File: src/rtl/dcache_ctrl.sv
// Direct-mapped, write-back, write-allocate L1 data cache controller.
// Hit path is combinational; misses walk MISS -> [WRITEBACK] -> READMISS -> READMISSOK.
module dcache_ctrl #(
    parameter int LINES  = 16,
    parameter int LINE_W = 256,
    parameter int ADDR_W = 32
) (
    input  logic              clk_i,
    input  logic              rst_i,
    input  logic [ADDR_W-1:0] cpu_addr_i,
    input  logic [31:0]       cpu_data_i,
    input  logic              cpu_MemRead_i,
    input  logic              cpu_MemWrite_i,
    output logic [31:0]       cpu_data_o,
    output logic              cpu_stall_o,
    output logic              mem_enable_o,
    output logic              mem_write_o,
    output logic [ADDR_W-1:0] mem_addr_o,
    output logic [LINE_W-1:0] mem_data_o,
    input  logic [LINE_W-1:0] mem_data_i,
    input  logic              mem_ack_i
);
    localparam int IDX_W = $clog2(LINES);
    localparam int TAG_W = ADDR_W - IDX_W - 5;

    typedef enum logic [2:0] {
        S_IDLE,
        S_MISS,
        S_WRITEBACK,
        S_READMISS,
        S_READMISSOK
    } state_e;

    state_e state_q, state_d;

    logic [TAG_W-1:0]  tag_q  [LINES];
    logic [LINE_W-1:0] data_q [LINES];
    logic [LINES-1:0]  valid_q;
    logic [LINES-1:0]  dirty_q;

    logic [IDX_W-1:0]  idx;
    logic [TAG_W-1:0]  tag;
    logic [2:0]        wsel;
    logic [LINE_W-1:0] line_rd;
    logic              req;
    logic              hit;
    logic              fill;
    logic              store_hit;
    logic              unused_addr_bits;

    assign idx              = cpu_addr_i[IDX_W+4:5];
    assign tag              = cpu_addr_i[ADDR_W-1:IDX_W+5];
    assign wsel             = cpu_addr_i[4:2];
    assign unused_addr_bits = ^cpu_addr_i[1:0];
    assign line_rd          = data_q[idx];

    // MemRead together with MemWrite is a store, so only MemWrite selects the store path.
    assign req       = cpu_MemRead_i | cpu_MemWrite_i;
    assign hit       = req & valid_q[idx] & (tag_q[idx] == tag);
    assign fill      = (state_q == S_READMISS) & mem_ack_i;
    assign store_hit = (state_q == S_IDLE) & hit & cpu_MemWrite_i;

    always_comb begin
        state_d      = state_q;
        cpu_stall_o  = 1'b1;
        cpu_data_o   = '0;
        mem_enable_o = 1'b0;
        mem_write_o  = 1'b0;
        mem_addr_o   = '0;
        mem_data_o   = '0;
        case (state_q)
            S_IDLE: begin
                cpu_stall_o = req & ~hit;
                if (hit & cpu_MemRead_i & ~cpu_MemWrite_i) begin
                    cpu_data_o = line_rd[wsel*32 +: 32];
                end
                if (req & ~hit) begin
                    state_d = S_MISS;
                end
            end
            S_MISS: begin
                state_d = (valid_q[idx] & dirty_q[idx]) ? S_WRITEBACK : S_READMISS;
            end
            S_WRITEBACK: begin
                mem_enable_o = 1'b1;
                mem_write_o  = 1'b1;
                mem_addr_o   = {tag_q[idx], idx, 5'b0};
                mem_data_o   = line_rd;
                if (mem_ack_i) begin
                    state_d = S_READMISS;
                end
            end
            S_READMISS: begin
                mem_enable_o = 1'b1;
                mem_addr_o   = {tag, idx, 5'b0};
                if (mem_ack_i) begin
                    state_d = S_READMISSOK;
                end
            end
            S_READMISSOK: begin
                state_d = S_IDLE;
            end
            default: begin
                state_d = S_IDLE;
            end
        endcase
    end

    always_ff @(posedge clk_i) begin
        if (rst_i) begin
            state_q <= S_IDLE;
            valid_q <= '0;
            dirty_q <= '0;
        end else begin
            state_q <= state_d;
            if (fill) begin
                valid_q[idx] <= 1'b1;
                dirty_q[idx] <= 1'b0;
            end else if (store_hit) begin
                dirty_q[idx] <= 1'b1;
            end
        end
    end

    // Tag/data are not reset; a fill acked during reset is dropped.
    always_ff @(posedge clk_i) begin
        if (!rst_i) begin
            if (fill) begin
                tag_q[idx]  <= tag;
                data_q[idx] <= mem_data_i;
            end else if (store_hit) begin
                data_q[idx][wsel*32 +: 32] <= cpu_data_i;
            end
        end
    end
endmodule
File: config.mk
export PLATFORM = sky130hd
export DESIGN_NAME = dcache_ctrl
export DESIGN_NICKNAME = d
export VERILOG_FILES = /design/src/rtl/dcache_ctrl.sv
export SDC_FILE = /design/constraint.sdc
export NUM_CORES = 2
export LEC_CHECK = 0
export CAP_MARGIN = 20
export CELL_PAD_IN_SITES_DETAIL_PLACEMENT = 0
export CELL_PAD_IN_SITES_GLOBAL_PLACEMENT = 1
export CORE_ASPECT_RATIO = 0.8
export CORE_MARGIN = 4
export CORE_UTILIZATION = 49
export DETAILED_ROUTE_END_ITERATION = 8
export HOLD_SLACK_MARGIN = 0.05
export PLACE_DENSITY = 0.72
export SLEW_MARGIN = 20
export SYNTH_ARGS = -nofsm -noshare
export SYNTH_HDL_FRONTEND = slang
export SYNTH_MEMORY_MAX_BITS = 65536
export SYNTH_SLANG_ARGS = --single-unit
File: constraint.sdc
create_clock -name clk_i -period 6.52 [get_ports clk_i]
set_input_delay 1.304 -clock clk_i [delete_from_list [all_inputs] [get_ports clk_i]]
set_output_delay 1.304 -clock clk_i [all_outputs]
set_load 0.05 [all_outputs]
Word-level counts from Yosys, hierarchy flattened

Memory sizes are Yosys's and may differ from the RTL's.
Index checks and enable logic that the tools add are counted.

Logic and storage cells: 578
Bits in writable memories: 4464
Register bits: 35
Memories kept: 2
Input bits: 325
Output and inout port bits: 323

Memories:

| name   | depth | bits a word | rd ports | clocked after Yosys merged registers in | write ports | line | text |
|---|---|---|---|---|---|---|---|
| data_q | 16    | 256         | 1        | 0                                       | 1           | 37   | `logic [LINE_W-1:0] data_q [LINES];` |
| tag_q  | 16    | 23          | 1        | 0                                       | 1           | 36   | `logic [TAG_W-1:0] tag_q [LINES];` |

Reduce and logical (&&, ||, !) cells: 5
Shift-type cells: 3
Equality and inequality tests: 7
Bitwise logic cells: 272
Multiplexer cells: 283
Add/subtract/negate cells: 1
Order comparisons: 2

Operators by type and width:

| kind                      | count |
|---|---|
| $mux 256                  | 2 |
| $mux 1                    | 269 |
| $or 1x1->1                | 257 |
| $shift 32x34->256 const A | 1 |
| $shiftx 256x9->32         | 1 |
| $shiftx 32x34->256        | 1 |
| $mux 32                   | 2 |
| $pmux 32 s2               | 1 |
| $neg 8->34                | 1 |
| $mux 16                   | 2 |
| $or 16x16->16             | 2 |
| $eq 23x23->1              | 1 |
| $and 16x16->16            | 1 |
| $not 16->16               | 1 |
| $pmux 3 s4                | 1 |
| $and 1x1->1               | 9 |
| $mux 3                    | 3 |
| $bmux 1 s4                | 2 |
| $eq 3x2->1 const B        | 2 |
| $lt 4x5->1 const B        | 1 |
| $demux 1 s4               | 1 |
| $ge 4x1->1 const B        | 1 |
| $ne 2x2->1 const B        | 2 |
| $eq 3x1->1 const B        | 1 |
| 7 further kinds           | 8 |

Logic depth before layout (Yosys ltp)

Word-level depth: 11
Gate-level depth with buffers: 17
Gate-level depth less buffers: 8

Worst setup path before layout

No wires, ideal clock.

Kind: input port to output port
Start: in cpu_addr_i[5]
End: out cpu_data_o[18]
Path buffers: 3
Cell stages on the path: 11
Data required time: 5.216 ns
Data arrival time: 5.024 ns
Slack: 0.192 ns
Cells stage by stage: buf_6 buf_2 mux4_2 mux2i_1 nor2_1 or4_1 a2111oi_0 and4b_1 nand4_2 buf_6 nor3_1

Longest elaborated chain between the ends: 8
Elaborated cells on any way between the ends: 12
Those cells by class: 1 x eq/ne; 1 x shift; 4 x mux; 4 x bitwise; 2 x memory

RTL lines:

| element                                                | line | text |
|---|---|---|
| from (decl)                                            | 10   | `input logic [ADDR_W-1:0] cpu_addr_i,` |
| branches (longest 6 deep; another with $mem_v2 16x256) | --   |  |
| $mux 32 (*)                                            | 74   | `if (hit & cpu_MemRead_i & ~cpu_MemWrite_i) begin` |
| $mux 32 (*)                                            | 71   | `case (state_q)` |
| to (decl)                                              | 14   | `output logic [31:0] cpu_data_o,` |

Mark *: on every way between the ends. The select of a mux whose other input is x is not followed.

Worst setup path in the final report

Start: in cpu_addr_i[5]
End: out cpu_data_o[9]

The elaborated chain is that of the path after synthesis.

==> results.yml <==
clocking:
  cts_buffer_depth: 4
  post_cts_buffers: 0
  clk_pin_slew_ps: 60
  cts_buffers: 431
  clock_sinks: 4499
  cts_tree: "done"
  root_buffer: "clkbuf_16"
  hold_buffers: 0
  cts_resized: 0
  htree_levels: 5
  insertion_delay_ps: 990
global_route:
  grt_pass1_vias: 89700
  grt_pass1_wl_mm: 767
  antenna_found_initial: 135
  grt_usage_pct: 29.9
  grt_max_degree: 125
  gr-total-overflow: 0
logic_synthesis:
  synth_edf_count: 4464
  synth_top_area_share_pct: 74.7
  yosysMostFrequentCell: "edfxtp_1"
  ys_ff_latch: 4499
  yosysTopAreaCell: "edfxtp_1"
  synth_area_sq_um: 179000
  synth_area_per_cell_sq_um: 22.8
  synthCells: 7866
  synthArstFlopShare_pct: 0
  synth.area.top_cells: "edfxtp_1 (75%), mux4_2 (18%), mux2_2 (1.4%)"
  ys_types: 71
  yosysSeqAreaShare_pct: 75.1
  ys_warn_count: 0
  yosys-top-cells-count: "edfxtp_1 (4,464), mux4_2 (1,422), and2_1 (334)"
  synthFlopType: "edfxtp_1"
timing:
  setup_slack_ps: 232
  fin_skew_ps: 42.1
  post-route-period-util_pct: 96.4
  setup_viol: 0
  fmax_ghz: 0.159
  finalHoldViolCount: 0
  maxSlewHeadroom_pct: 20.7
  final_max_slew_viol_count: 0
  setup-tns-final_ps: 0
  rsz0062_at_grt: "false"
  fin_crit_ps: 6290
  tightest_slew_ps: 1190
critical_path:
  cp.required_ps: 5220
  crit_path_start: "cpu_addr_i[5]"
  crit_fanout: 35
  critPathKind: "input port to primary output"
  cp.arrival_ps: 4980
  crit-reg2reg-launch: "tag_q[6][1]"
  cp-end-kind: "primary output"
  r2r_cells: 11
  r2r-end: "data_q[8][22]"
  regToRegSetupSlack_ps: 2060
  critPathLaunchType: "input port"
power:
  clock_power_share_pct: 39.9
  seqPwrFrac_pct: 51.8
  p_sw_share_pct: 22.8
  p_int_mw: 47.4
  power_density_nw_per_um2: 291
  p_sw_mw: 14.0
  vdd_drop_max_v: 0.000262
  comb_power_share_pct: 8.3
  leakage_nw: 66.3
floorplanning:
  die_area_sq_um: 376000
  start_util_pct: 49.3
  core_sq_um: 364000
  die_y_um: 549
  ios: 648
  placementRows: 198
  dieWidth_um: 685
place:
  hpwlAfterDp_mm: 366
  pre_cts_ws_ps: 232
  port_buffers: 640
  gp_congestion: 0.913
drt:
  via_count: 92200
  first_iter_violations: 13300
  via_per_inst: 6.48
  drc_errors: 0
  drt_pass1_iterations: 6
  detail_route.wirelength_mm: 567
  drtAntennaViolNets: 0
  drt-wirelength-per-cell_um: 39.8
cells_and_area:
  fin_nets: 9304
  syn_to_final_growth_pct: 17.5
  drive_gt1_share_pct: 34.9
hold_path:
  holdPathEnd: "valid_q[4]"
  hold_start: "valid_q[4]"
  whs_path_depth: 2
  hp-class: "flop to flop"
outcome:
  outcome: "finished, final reports clean"
run:
  drv_cap: 0
-- per-layer routing --
metal	track usage (%)	part of all wire [%]	vias to the layer above
li1	-	-	35800
met1	39.7	36	49500
met5	0	0.050	-
met3	7.21	11	1079
met2	45.8	47	5750
met4	17.4	6.5	42
-- area by class of cell --
class / count / area [sq um]
fill: 25900 / 153000
multi-input combinational: 2808 / 43800
clock inverter: 252 / 2390
inverter: 67 / 262
tap: 4800 / 6010
clock buffer: 531 / 11200
sequential: 4499 / 135000
timing repair buffer: 1167 / 12100
antenna: 112 / 280
-- cell usage in the layout, fill, tap and decap left out, types with 13 or more instances in the layout --
| cell type | n |
|---|---|
| buf_12 | 194 |
| xnor2_1 | 13 |
| nor2_1 | 49 |
| nor3_2 | 29 |
| o22ai_1 | 23 |
| clkinv_1 | 95 |
| a21oi_4 | 128 |
| mux2i_1 | 134 |
| diode_2 | 112 |
| buf_2 | 13 |
| o21ai_0 | 45 |
| clkdlybuf4s50_1 | 359 |
| a21oi_1 | 36 |
| buf_4 | 596 |
| nor2_4 | 17 |
| inv_1 | 64 |
| mux4_2 | 1422 |
| nand2_1 | 95 |
| and3_1 | 19 |
| bufinv_16 | 41 |
| nor3_1 | 14 |
| clkbuf_1 | 96 |
| mux2_1 | 15 |
| and2_1 | 334 |
| mux2_2 | 217 |
| clkbuf_16 | 435 |
| a211oi_1 | 13 |
| dfxtp_1 | 34 |
| nand3_1 | 20 |
| edfxtp_1 | 4464 |
| clkinv_2 | 85 |
-- stage by stage --
| stage | power (mW) | cells | utilization, % | hold WS, ps | area (sq um) |
|---|---|---|---|---|---|
| after floorplan | 35.1 | 7870 | - | 440 | 179000 |
| after global placement | 37.4 | 13300 | 54.1 | 450 | 197000 |
| after detailed placement | 37.5 | 13300 | 54.1 | 464 | 197000 |
| after CTS | 61.7 | 14100 | 57.8 | 474 | 211000 |
| after global routing | 63.1 | 14200 | 57.8 | 497 | 211000 |
| final | 61.5 | 14200 | 57.9 | 476 | 211000 |
-- cell families after synthesis --
family                     Yosys count  synth area share (%)
muxes                             1794                  20.1
buffers and inverters              563                  1.44
AOI/OAI and AO/OA                  319                  1.08
xor gates and xnor gates            25                 0.122
other                                1               0.00209
DFF                               4499                  75.1
and+or+nand+nor                    660                  2.13
adders and majority gates            5                0.0349
-- power groups by stage --
stage	clock, mW	combinational, mW	sequential, mW
4_1_cts	24.8	5.07	31.8
6_report	24.5	5.09	31.8
3_5_place_dp	0	5.06	32.5
3_3_place_gp	0	5.00	32.4
5_1_grt	26.0	5.21	31.8
2_1_floorplan	0	2.64	32.4
-- registers in the layout (all words and copies together), names as in the netlist, named ones only --
| signal | count |
|---|---|
| data_q | 4096 |
| state_q | 3 |
| tag_q | 368 |
| valid_q | 16 |
-- worst max-delay path by stage --
| stage | end |
|---|---|
| floorplan | cpu_data_o[18] |
| global placement | cpu_data_o[9] |
| detailed placement | cpu_data_o[9] |
| CTS | cpu_data_o[9] |
| global route | cpu_data_o[25] |
| finish | cpu_data_o[9] |
-- critical path: stages --
cell and delay, ps:
buf_16 230, buf_12 280, buf_12 320, mux4_2 550, mux4_2 590, mux4_2 650
mux2i_1 550, nor3_2 100, buf_4 230
(Power assumes the default switching activity.)
